$ cat src/rtl/aibcr3aux_pasred_det.sv
// rtl/aibcr3aux_pasred_det.sv - AUX pad detect conditioner: sync, polarity, debounce, change flags
// One independent filter per channel; the debounce threshold is shared.
module aibcr3aux_pasred_det #(
  parameter int NCH         = 2,
  parameter int SYNC_STAGES = 2,
  parameter int DEB_W       = 8
) (
  input  logic             osc_clk,
  input  logic             dig_rstb,
  input  logic [NCH-1:0]   pad_rx,
  input  logic [NCH-1:0]   cfg_inv,
  input  logic [NCH-1:0]   cfg_bypass,
  input  logic [DEB_W-1:0] cfg_deb_cnt,
  input  logic [NCH-1:0]   chg_clr,
  output logic [NCH-1:0]   det_out,
  output logic             det_all,
  output logic [NCH-1:0]   chg_flag
);

  logic [SYNC_STAGES-1:0][NCH-1:0] sync_q;
  logic [NCH-1:0][DEB_W-1:0]       cnt;
  logic [NCH-1:0][DEB_W-1:0]       cnt_nxt;
  logic [NCH-1:0]                  s;
  logic [NCH-1:0]                  det_nxt;
  logic [DEB_W-1:0]                thr_m1;

  assign s       = sync_q[SYNC_STAGES-1] ^ cfg_inv;
  assign det_all = &det_out;

  // A zero threshold behaves like one: toggle on the first differing cycle.
  assign thr_m1 = (cfg_deb_cnt == '0) ? '0 : cfg_deb_cnt - DEB_W'(1);

  always_comb begin
    det_nxt = det_out;
    cnt_nxt = '0;
    for (int i = 0; i < NCH; i++) begin
      if (cfg_bypass[i]) begin
        det_nxt[i] = s[i];
      end else if (s[i] != det_out[i]) begin
        // >= rather than == so a lowered threshold fires at once instead of wrapping.
        if (cnt[i] >= thr_m1) begin
          det_nxt[i] = s[i];
        end else begin
          cnt_nxt[i] = cnt[i] + DEB_W'(1);
        end
      end
    end
  end

  always_ff @(posedge osc_clk or negedge dig_rstb) begin
    if (!dig_rstb) begin
      sync_q   <= '0;
      cnt      <= '0;
      det_out  <= '0;
      chg_flag <= '0;
    end else begin
      sync_q[0] <= pad_rx;
      for (int k = 1; k < SYNC_STAGES; k++) begin
        sync_q[k] <= sync_q[k-1];
      end
      cnt      <= cnt_nxt;
      det_out  <= det_nxt;
      // A change on the same edge as a clear keeps the flag set.
      chg_flag <= (det_nxt ^ det_out) | (chg_flag & ~chg_clr);
    end
  end

endmodule

$ cat config.mk
export PLATFORM = sky130hd
export DESIGN_NAME = aibcr3aux_pasred_det
export DESIGN_NICKNAME = d
export VERILOG_FILES = /design/src/rtl/aibcr3aux_pasred_det.sv
export SDC_FILE = /design/constraint.sdc
export NUM_CORES = 1
export LEC_CHECK = 0
export BUFFER_PORTS_ARGS = -buffer_cell sky130_fd_sc_hd__buf_2
export CAP_MARGIN = 20
export CORE_ASPECT_RATIO = 0.5
export CORE_MARGIN = 5
export CORE_UTILIZATION = 55
export DETAILED_ROUTE_END_ITERATION = 8
export MAX_ROUTING_LAYER = met4
export PLACE_DENSITY = 0.77
export SETUP_SLACK_MARGIN = 0.5
export SLEW_MARGIN = 10
export SYNTH_ARGS = -nofsm -noshare
export SYNTH_HDL_FRONTEND = slang
export SYNTH_SLANG_ARGS = --single-unit
$ cat constraint.sdc
create_clock -name osc_clk -period 2.35 [get_ports osc_clk]
set_clock_uncertainty 0.05 [all_clocks]
set_input_delay 0.235 -clock osc_clk [delete_from_list [all_inputs] [get_ports osc_clk]]
set_output_delay 0.235 -clock osc_clk [all_outputs]
set_load 0.02 [all_outputs]
==> flow_metrics.tcl, run 1 <==
set metrics [dict create \
    r2r-end "det_out[0]" \
    synth_area_leader_cell "dfrtp_1" \
    cts_buffers 3 \
    crit_arrival_ns 2.43 \
    rsz0062_at_grt "yes" \
    ys_seq_area_share_pct 39.9 \
    numPortBuffers 22 \
    cellLeakagePower_uw 0.00102 \
    max_freq_mhz 431 \
    drt_iter0_drc 33 \
    holdPathStages 1 \
    rows 13 \
    synthCells 147 \
    start_util_pct 57.9 \
    worstRegToRegCells 6 \
    swShare_pct 28.2 \
    ctsRootBufferMaster "clkbuf_8" \
    grt_pass1_wl_um 5690 \
    antenna_cells 0 \
    grt_usage_pct 19.6 \
    synth_edf_count 0 \
    wirelength_um 3650 \
    power.total_uw 1150 \
    via_per_inst 5.50 \
    worst_hold_path.endpoint "sync_q[1]" \
    grt_max_degree 25 \
    core_area_um2 2600 \
    synth_warnings 0 \
    combinationalPowerShare_pct 28.1 \
    synth_area_per_cell_um2 10.2 \
    die_y_um 47.0 \
    drc 0 \
    overflow 0 \
    clk_latency_ns 0.26 \
    wl_per_cell_um 15.6 \
    cts-htree-levels 1 \
    cellPowerDensity_nw_per_um2 539 \
    p_seq_share_pct 40.8 \
    min_period_over_period_pct 98.8 \
    syn_area_um2 1510 \
    reg2reg_slack_ns 0.47 \
    hold_viol 0 \
    ir_worst_vdd_v 0.000353 \
    synth_flop_cell "dfrtp_1" \
    syn_to_final_growth_pct 41.0 \
    clk_pin_slew_ns 0.08 \
    synth_top_area_share_pct 39.9 \
    pwr-share-clk_pct 31.1 \
    power.switching_uw 323 \
    cp_max_fo 8 \
    detail-route-antenna-nets 0 \
    die_w_um 84.0 \
    status "finished, final reports clean" \
    synthArstFlopShare_pct 100 \
    grt_pass1_vias 1259 \
    yosysUniqueCellTypes 32 \
    crit_path_end_kind "flop" \
    min_period_ns 2.32 \
    ys_ff_latch 24 \
    place.gp.congestion 0.812 \
    cp-start-kind "input port" \
    setup_violations 0 \
    ios 23 \
    antenna_found_initial 0 \
    fin_util_pct 81.6 \
    cts.path.max_buffers 2 \
    dp_hpwl_um 2400 \
    drive_above_1_share_pct 41.6 \
    cts_tree "built" \
    slew_headroom_pct 64.5 \
    synth_area_leaders "dfrtp_1 40%, ha_1 16%, xor2_1 8.1%, nor2_1 4.2%, xnor2_1 3.5%" \
    fin_nets 235 \
    reg2reg_from "cnt[0]" \
    tightest_slew_ns 0.533 \
    holdCritPathClass "in -> reg" \
    cts_sinks 24 \
    slew_viol_final 0 \
    critPathKind "in -> reg" \
    vias 1286 \
    hp-start "pad_rx[1]" \
    required_ns 2.46 \
    power.internal_uw 823 \
    max-cap-violations 0 \
    dr.pass1.iters 4 \
    synthesis.nets 184 \
    dieArea_um2 3950 \
]
[routing by layer]
layer	vias to the layer above	global-route usage (%)	share of wire, %
li1	613	-	-
met1	642	22.2	43
met2	23	36.0	53
met3	8	5.08	2.9
met4	0	5.13	1.7
met5	-	-	0
[cell type report]
type / count / area, um^2
clock buffers: 3 / 41.3
clock inverters: 1 / 30.0
fillers: 150 / 478
inverters: 9 / 33.8
multi-input cells: 114 / 1050
flip-flops and latches: 24 / 601
well taps: 37 / 46.3
repair buffers: 46 / 320
[kinds of logic after synthesis]
| family | after synthesis | share of synthesized area (%) |
|---|---|---|
| muxes | 2 | 1.41 |
| and+or+nand+nor | 56 | 19.4 |
| xor gates and xnor gates | 20 | 11.6 |
| DFF | 24 | 39.9 |
| buffers and inverters | 9 | 2.24 |
| AOI/OAI and AO/OA | 17 | 9.72 |
| adders and majority gates | 19 | 15.8 |
[critical path: stages]
cell      delay, ns
buf_8          0.10
nor4_4         0.29
nand2_1        0.14
buf_6          0.15
nor3b_4        0.19
a21oi_2        0.08
ha_1           0.31
and3_4         0.21
buf_6          0.09
o211ai_1       0.10
o211ai_1       0.24
buf_4          0.22
nor2_1         0.06
[synth_stat cells (2+ instances only)]
library cell   n
dfrtp_1       24
ha_1          19
nor2_1        17
xor2_1        14
inv_1          9
nand2_1        8
nand3_1        8
and3_1         6
xnor2_1        6
and2_1         3
nand2b_1       3
nor3_1         3
o211ai_1       3
a21oi_1        2
a22o_1         2
nand4_1        2
o21a_1         2
o21ai_0        2
[stage by stage]
step	hold slack, ns	cells	setup TNS, ns	worst slack [ns]	instance area, um^2
2_1_floorplan	-0.111	147	0	0.0227	1560
3_3_place_gp	0.186	222	-4.30	-0.323	1830
3_5_place_dp	0.190	222	-5.35	-0.419	1830
4_1_cts	0.0118	231	0	0.120	2020
5_1_grt	0.00974	234	-0.305	-0.0478	2120
6_report	0.0185	234	0	0.0276	2120
[worst max-delay path by stage]
| stage | start | depth (start not counted) | endpoint | slack [ns] |
|---|---|---|---|---|
| floorplan | cfg_deb_cnt[2] | 9 | det_out[0] | 0.02 |
| global placement | cfg_deb_cnt[2] | 10 | cnt[15] | -0.32 |
| detailed placement | cfg_deb_cnt[2] | 10 | cnt[15] | -0.42 |
| CTS | cfg_deb_cnt[2] | 10 | det_out[0] | 0.12 |
| global route | cfg_deb_cnt[2] | 13 | cnt[8] | -0.05 |
| finish | cfg_deb_cnt[2] | 13 | cnt[8] | 0.03 |
[cells in the final DEF (no fill, tap or decap), drive strengths merged, types with 2 or more instances in the layout]
master | Yosys | final
a2111oi | 2 | 2
a21oi | 2 | 2
a22o | 2 | 2
and2 | 3 | 3
and3 | 6 | 6
buf | 0 | 45
clkbuf | 0 | 3
dfrtp | 24 | 24
ha | 19 | 19
inv | 9 | 9
nand2 | 8 | 8
nand2b | 3 | 3
nand3 | 8 | 8
nand4 | 2 | 2
nor2 | 17 | 17
nor3 | 3 | 3
o211ai | 3 | 3
o21a | 2 | 2
o21ai | 3 | 3
xnor2 | 6 | 6
xor2 | 14 | 14
[power groups by stage]
stage                     Combinational (uW)  Sequential, uW  Clock, uW
after global routing                     349             471        387
final                                    322             467        357
after floorplan                          152             483          0
after detailed placement                 263             472          0
after global placement                   252             470          0
after CTS                                288             465        366
[timing repair]
action,4_1_cts,5_1_grt
endpoints found under the setup margin,20,20
gates cloned,0,0
hold endpoints to repair,24,0
gates resized for setup,15,23
hold buffers,1,0
buffers inserted,4,3
pin swaps,9,9
[sequential cells by signal, summed over array words and instances (netlist names)]
register / flops
chg_flag: 2
cnt: 16
det_out: 2
sync_q: 4
No activity file was read; power rests on OpenSTA's default activity.
==> inputs of run 2 (changes only) <==
==> constraint.sdc (replaced) <==
create_clock -name osc_clk -period 2.7 [get_ports osc_clk]
set_clock_uncertainty 0.05 [all_clocks]
set_input_delay 0.27 -clock osc_clk [delete_from_list [all_inputs] [get_ports osc_clk]]
set_output_delay 0.27 -clock osc_clk [all_outputs]
set_load 0.02 [all_outputs]
==> run 2 against run 1 <==
Core utilization fell by 9.1 points. Worst setup slack better by 0.32 ns. Sequential share of layout area rose by 3.5 points. Final area fell by 11%.
==> flow_metrics.tcl, run 2 (synthesized netlist as in run 1, its figures left out) <==
set metrics [dict create \
    antenna_cells 0 \
    numPortBuffers 22 \
    detail-route-antenna-nets 0 \
    dieArea_um2 3950 \
    drc 0 \
    hold_viol 0 \
    crit_path_end_kind "flop" \
    via_per_inst 5.30 \
    r2r-end "cnt[8]" \
    drive_above_1_share_pct 29.3 \
    cts_sinks 24 \
    cts_tree "built" \
    place.gp.congestion 0.820 \
    antenna_found_initial 0 \
    grt_max_degree 25 \
    path_cells "buf_2, nor2_1, nor4b_1, xor2_1, nand2_2, ha_1, and3_1, a221oi_2, o211ai_1, buf_4, nor2_1" \
    wl_per_cell_um 14.6 \
    pwr-share-clk_pct 28.2 \
    reg2reg_slack_ns 0.82 \
    power.switching_uw 265 \
    fin_util_pct 72.5 \
    power.internal_uw 623 \
    clk_pin_slew_ns 0.09 \
    reg2reg_from "cnt[15]" \
    fin_tns_setup_ns 0 \
    critPathKind "in -> reg" \
    status "finished, final reports clean" \
    rows 13 \
    max_stage_delay_ns 0.35 \
    ctsRootBufferMaster "clkbuf_8" \
    swShare_pct 29.8 \
    critPathSlowestCell "nor4b_1" \
    placedInstanceArea_um2 1730 \
    die_w_um 84.0 \
    cts_buffers 3 \
    ios 23 \
    top_register "cnt" \
    cp_max_fo 8 \
    fin_nets 219 \
    slew_viol_final 0 \
    grt_pass1_wl_um 5360 \
    dr.pass1.iters 4 \
    clk_latency_ns 0.27 \
    hp-start "pad_rx[0]" \
    max_freq_mhz 426 \
    min_period_ns 2.35 \
    vias 1155 \
    worst_hold_path.endpoint "sync_q[0]" \
    final_common_cell "dfrtp_1" \
    start_util_pct 57.9 \
    grt_pass1_vias 1132 \
    overflow 0 \
    largest_reg_flops 16 \
    crit_arrival_ns 2.50 \
    dp_hpwl_um 2280 \
    wirelength_um 3190 \
    cts.path.max_buffers 2 \
    worstRegToRegCells 6 \
    syn_to_final_growth_pct 25.3 \
    die_y_um 47.0 \
    grt_usage_pct 19.0 \
    rsz0062_at_grt "yes" \
    cts-htree-levels 1 \
    required_ns 2.86 \
    final_cell_mix "24 x dfrtp_1, 20 x buf_2, 17 x ha_1, 14 x xor2_1, 12 x nor2_1" \
    holdPathStages 1 \
    tightest_slew_ns 0.532 \
    reg.largest.list "cnt (16), sync_q (4)" \
    holdCritPathClass "in -> reg" \
    cp-start-kind "input port" \
    path_common_cell "nor2_1" \
    cellLeakagePower_uw 0.000926 \
    min_period_over_period_pct 87.0 \
    max-cap-violations 0 \
    slew_headroom_pct 64.5 \
    ir_worst_vdd_v 0.000333 \
    combinationalPowerShare_pct 26.2 \
    drt_iter0_drc 27 \
    cellPowerDensity_nw_per_um2 470 \
    power.total_uw 888 \
    setup_violations 0 \
    core_area_um2 2600 \
    p_seq_share_pct 45.5 \
    stdcell_area_um2 1890 \
]
run 2: cell types whose count changed in the layout (fill, tap and decap cells not counted), moves of 3 or more:
cell | previous run | this run
nor2_4 | 3 | 0
nor2_1 | 4 | 12
nor2_2 | 10 | 5
buf_4 | 20 | 7
buf_6 | 4 | 1
run 2: through the flow:
stage                     setup slack [ns]  std cells  hold slack [ns]
after global placement              0.0457        208            0.220
after floorplan                      0.338        147          -0.0756
after CTS                            0.455        218           0.0327
final                                0.351        218           0.0435
after global routing                 0.297        218           0.0378
after detailed placement            -0.114        208            0.236
run 2: area by class of cell:
type	instances	area [um^2]
clock buffers	4	55.1
fillers	198	714
inverters	9	33.8
multi-input cells	114	963
flip-flops and latches	24	601
well taps	37	46.3
repair buffers	30	189
run 2: timing repair:
action | 4_1_cts | 5_1_grt
buffers inserted | 5 | 0
pin swaps | 8 | 9
hold endpoints to repair | 24 | 0
hold buffers | 1 | 0
resized for setup | 10 | 6
setup endpoints to repair | 20 | 20
run 2: worst max-delay path by stage:
| stage | startpoint | to | slack [ns] |
|---|---|---|---|
| floorplan | cfg_deb_cnt[2] | det_out[0] | 0.34 |
| global placement | cfg_deb_cnt[2] | cnt[9] | 0.05 |
| detailed placement | cfg_deb_cnt[2] | cnt[10] | -0.11 |
| CTS | cfg_deb_cnt[5] | cnt[15] | 0.45 |
| global route | cfg_deb_cnt[3] | cnt[15] | 0.30 |
| finish | cfg_deb_cnt[3] | cnt[8] | 0.35 |
run 2: power groups by stage:
stage	combinational [uW]	clock [uW]	sequential, uW
final	233	251	404
after global routing	258	273	408
after CTS	227	262	404
after detailed placement	210	0	411
after global placement	202	0	410
after floorplan	132	0	421
run 2: worst max-delay path, delay by kind of cell:
family                   cells  cell delay [ns]
AO/OA/AOI/OAI                2             0.49
XOR/XNOR                     1             0.23
adder cells (fa/ha/maj)      1             0.27
buffers and inverters        2             0.33
AND/OR/NAND/NOR              5             0.92
run 2: metal layers:
metal	GRT usage [%]	part of all wire, %	up-vias	wire length, um
li1	-	-	582	-
met1	22.5	46	550	1480
met2	29.9	47	13	1510
met3	5.60	3.2	10	101
met4	10.9	3.1	0	99
met5	-	0	-	0
==> inputs of run 3 (changes only) <==
--- a/config.mk
+++ b/config.mk
@@ -9,10 +9,11 @@
 export CAP_MARGIN = 20
 export CORE_ASPECT_RATIO = 0.5
 export CORE_MARGIN = 5
-export CORE_UTILIZATION = 55
+export CORE_UTILIZATION = 40
 export DETAILED_ROUTE_END_ITERATION = 8
+export GPL_ROUTABILITY_DRIVEN = 1
 export MAX_ROUTING_LAYER = met4
-export PLACE_DENSITY = 0.77
+export PLACE_DENSITY = 0.59
 export SETUP_SLACK_MARGIN = 0.5
 export SLEW_MARGIN = 10
 export SYNTH_ARGS = -nofsm -noshare
==> constraint.sdc (replaced) <==
create_clock -name osc_clk -period 2.9 [get_ports osc_clk]
set_clock_uncertainty 0.05 [all_clocks]
set_input_delay 0.29 -clock osc_clk [delete_from_list [all_inputs] [get_ports osc_clk]]
set_output_delay 0.29 -clock osc_clk [all_outputs]
set_load 0.02 [all_outputs]
==> run 3 against run 2 <==
Sequential share of layout area is 0.70 points lower. Largest cell class unchanged. Non-clock buffer count is 1 lower. Global-route usage is 5.9 points lower. Sequential power is 6.7% lower. First-iteration DRC count is 63% higher. Final area is 2.3% higher. Total power is 7.0% lower. Die area is 31% higher. Worst hold slack better by 0.033 ns. Critical path depth stayed put.
==> flow_metrics.tcl, run 3 (synthesized netlist as in run 1, its figures left out) <==
set metrics [dict create \
    max_freq_mhz 430 \
    placedInstanceArea_um2 1710 \
    fin_tns_setup_ns 0 \
    dp_hpwl_um 2330 \
    ctsRootBufferMaster "clkbuf_8" \
    p_seq_share_pct 45.7 \
    min_period_ns 2.32 \
    crit_arrival_ns 2.48 \
    setup_violations 0 \
    stdcell_area_um2 1930 \
    grt_pass1_wl_um 5190 \
    status "finished, final reports clean" \
    max_stage_delay_ns 0.38 \
    largest_reg_flops 16 \
    top_register "cnt" \
    cellPowerDensity_nw_per_um2 428 \
    final_cell_mix "24 x dfrtp_1, 19 x buf_2, 17 x ha_1, 14 x xor2_1" \
    syn_to_final_growth_pct 28.2 \
    vias 1160 \
    grt_pass1_vias 1120 \
    overflow 0 \
    die_w_um 96.8 \
    final_common_cell "dfrtp_1" \
    busiest_layer "met2" \
    holdCritPathClass "in -> reg" \
    whs_ns 0.0766 \
    combinationalPowerShare_pct 27.0 \
    clk_pin_slew_ns 0.08 \
    grtUsageMet1_pct 16.2 \
    swShare_pct 29.5 \
    place.gp.congestion 0.818 \
    cts_buffers 3 \
    tightest_slew_ns 0.540 \
    drt_iter0_drc 44 \
    hold_viol 0 \
    min_period_over_period_pct 80.1 \
    fin_cells 231 \
    pwr-share-clk_pct 27.3 \
    cp_max_fo 8 \
    required_ns 3.05 \
    die_y_um 53.4 \
    cts_sinks 24 \
    start_util_pct 42.7 \
    grt_max_degree 25 \
    detail-route-antenna-nets 0 \
    antenna_cells 0 \
    cellLeakagePower_uw 0.000921 \
    use_met3_pct 3.16 \
    via_per_inst 5.02 \
    clk_latency_ns 0.26 \
    crit_path_end_kind "flop" \
    wirelength_um 3030 \
    critPathSlowestCell "a2111oi_4" \
    cts.path.max_buffers 2 \
    drc 0 \
    cts-htree-levels 1 \
    ios 23 \
    antenna_found_initial 0 \
    reg.largest.list "cnt (16), sync_q (4)" \
    critPathKind "in -> reg" \
    path_cells "buf_8, nor4_4, nand2_1, or3_4, and2_4, ha_4, nand2b_4, a2111oi_4, o211ai_1, buf_4, nor2_1" \
    slew_viol_final 0 \
    ir_worst_vdd_v 0.000179 \
    core_area_um2 3530 \
    drive_above_1_share_pct 32.2 \
    rsz0062_at_grt "no" \
    power.switching_uw 243 \
    numPortBuffers 22 \
    rows 15 \
    fill_cells 331 \
    slew_headroom_pct 64.0 \
    grt.met2_usage_pct 22.1 \
    fin_nets 218 \
    power.internal_uw 582 \
    cts_tree "built" \
    cp-start-kind "input port" \
    dp.cells 221 \
    max-cap-violations 0 \
    dr.pass1.iters 4 \
    dieArea_um2 5170 \
    power.total_uw 826 \
    wl_per_cell_um 13.1 \
    grt_usage_pct 13.1 \
]
## run 3: cell type report
type | count | area [um^2] | share of cell area [%]
Sequential cell | 24 | 601 | 31.1
Inverter | 9 | 33.8 | 1.75
Multi-Input combinational cell | 114 | 993 | 51.5
Timing Repair Buffer | 29 | 184 | 9.53
Tap cell | 51 | 63.8 | 3.31
Clock buffer | 4 | 55.1 | 2.85
## run 3: through the flow
stage	util (%)	setup WS, ns
after floorplan	-	0.478
after global placement	48.4	0.156
after detailed placement	48.4	0.112
after CTS	52.2	0.506
after global routing	54.7	0.467
final	54.7	0.576
## run 3: final timing paths
path	slack, ns	cells after the start	startpoint	to
max	0.58	11	cfg_deb_cnt[2]	cnt[1]
min	0.08	1	pad_rx[1]	sync_q[1]
max reg2reg	1.02	7	cnt[0]	cnt[1]
min reg2reg	0.30	0	sync_q[0]	sync_q[2]
max in group asynchronous	1.95	2	dig_rstb	cnt[4]
min in group asynchronous	0.49	2	dig_rstb	det_out[1]
## run 3: repair_timing
| item | CTS | global route |
|---|---|---|
| hold endpoints to repair | 24 | 0 |
| hold buffers | 1 | 0 |
| setup buffers | 3 | 2 |
| setup endpoints to repair | 17 | 18 |
| resized for setup | 8 | 20 |
| pin swaps | 8 | 14 |
## run 3: critical path, delay by kind of cell
family                     cells  cell delay [ns]
adders and majority gates      1             0.20
and+or+nand+nor                6             1.14
buffers and inverters          2             0.31
AOI/OAI and AO/OA              2             0.53
## run 3: routing by layer
| metal | share of wire [%] | up-vias |
|---|---|---|
| met5 | 0 | - |
| met4 | 0.46 | 0 |
| met3 | 2.4 | 2 |
| met2 | 52 | 12 |
| met1 | 45 | 565 |
| li1 | - | 581 |
## run 3: power by group through the flow
stage	Clock, uW	Sequential (uW)	Combinational (uW)
after floorplan	0	392	108
after global placement	0	383	176
after detailed placement	0	383	180
after CTS	238	377	205
after global routing	252	382	247
final	226	377	223
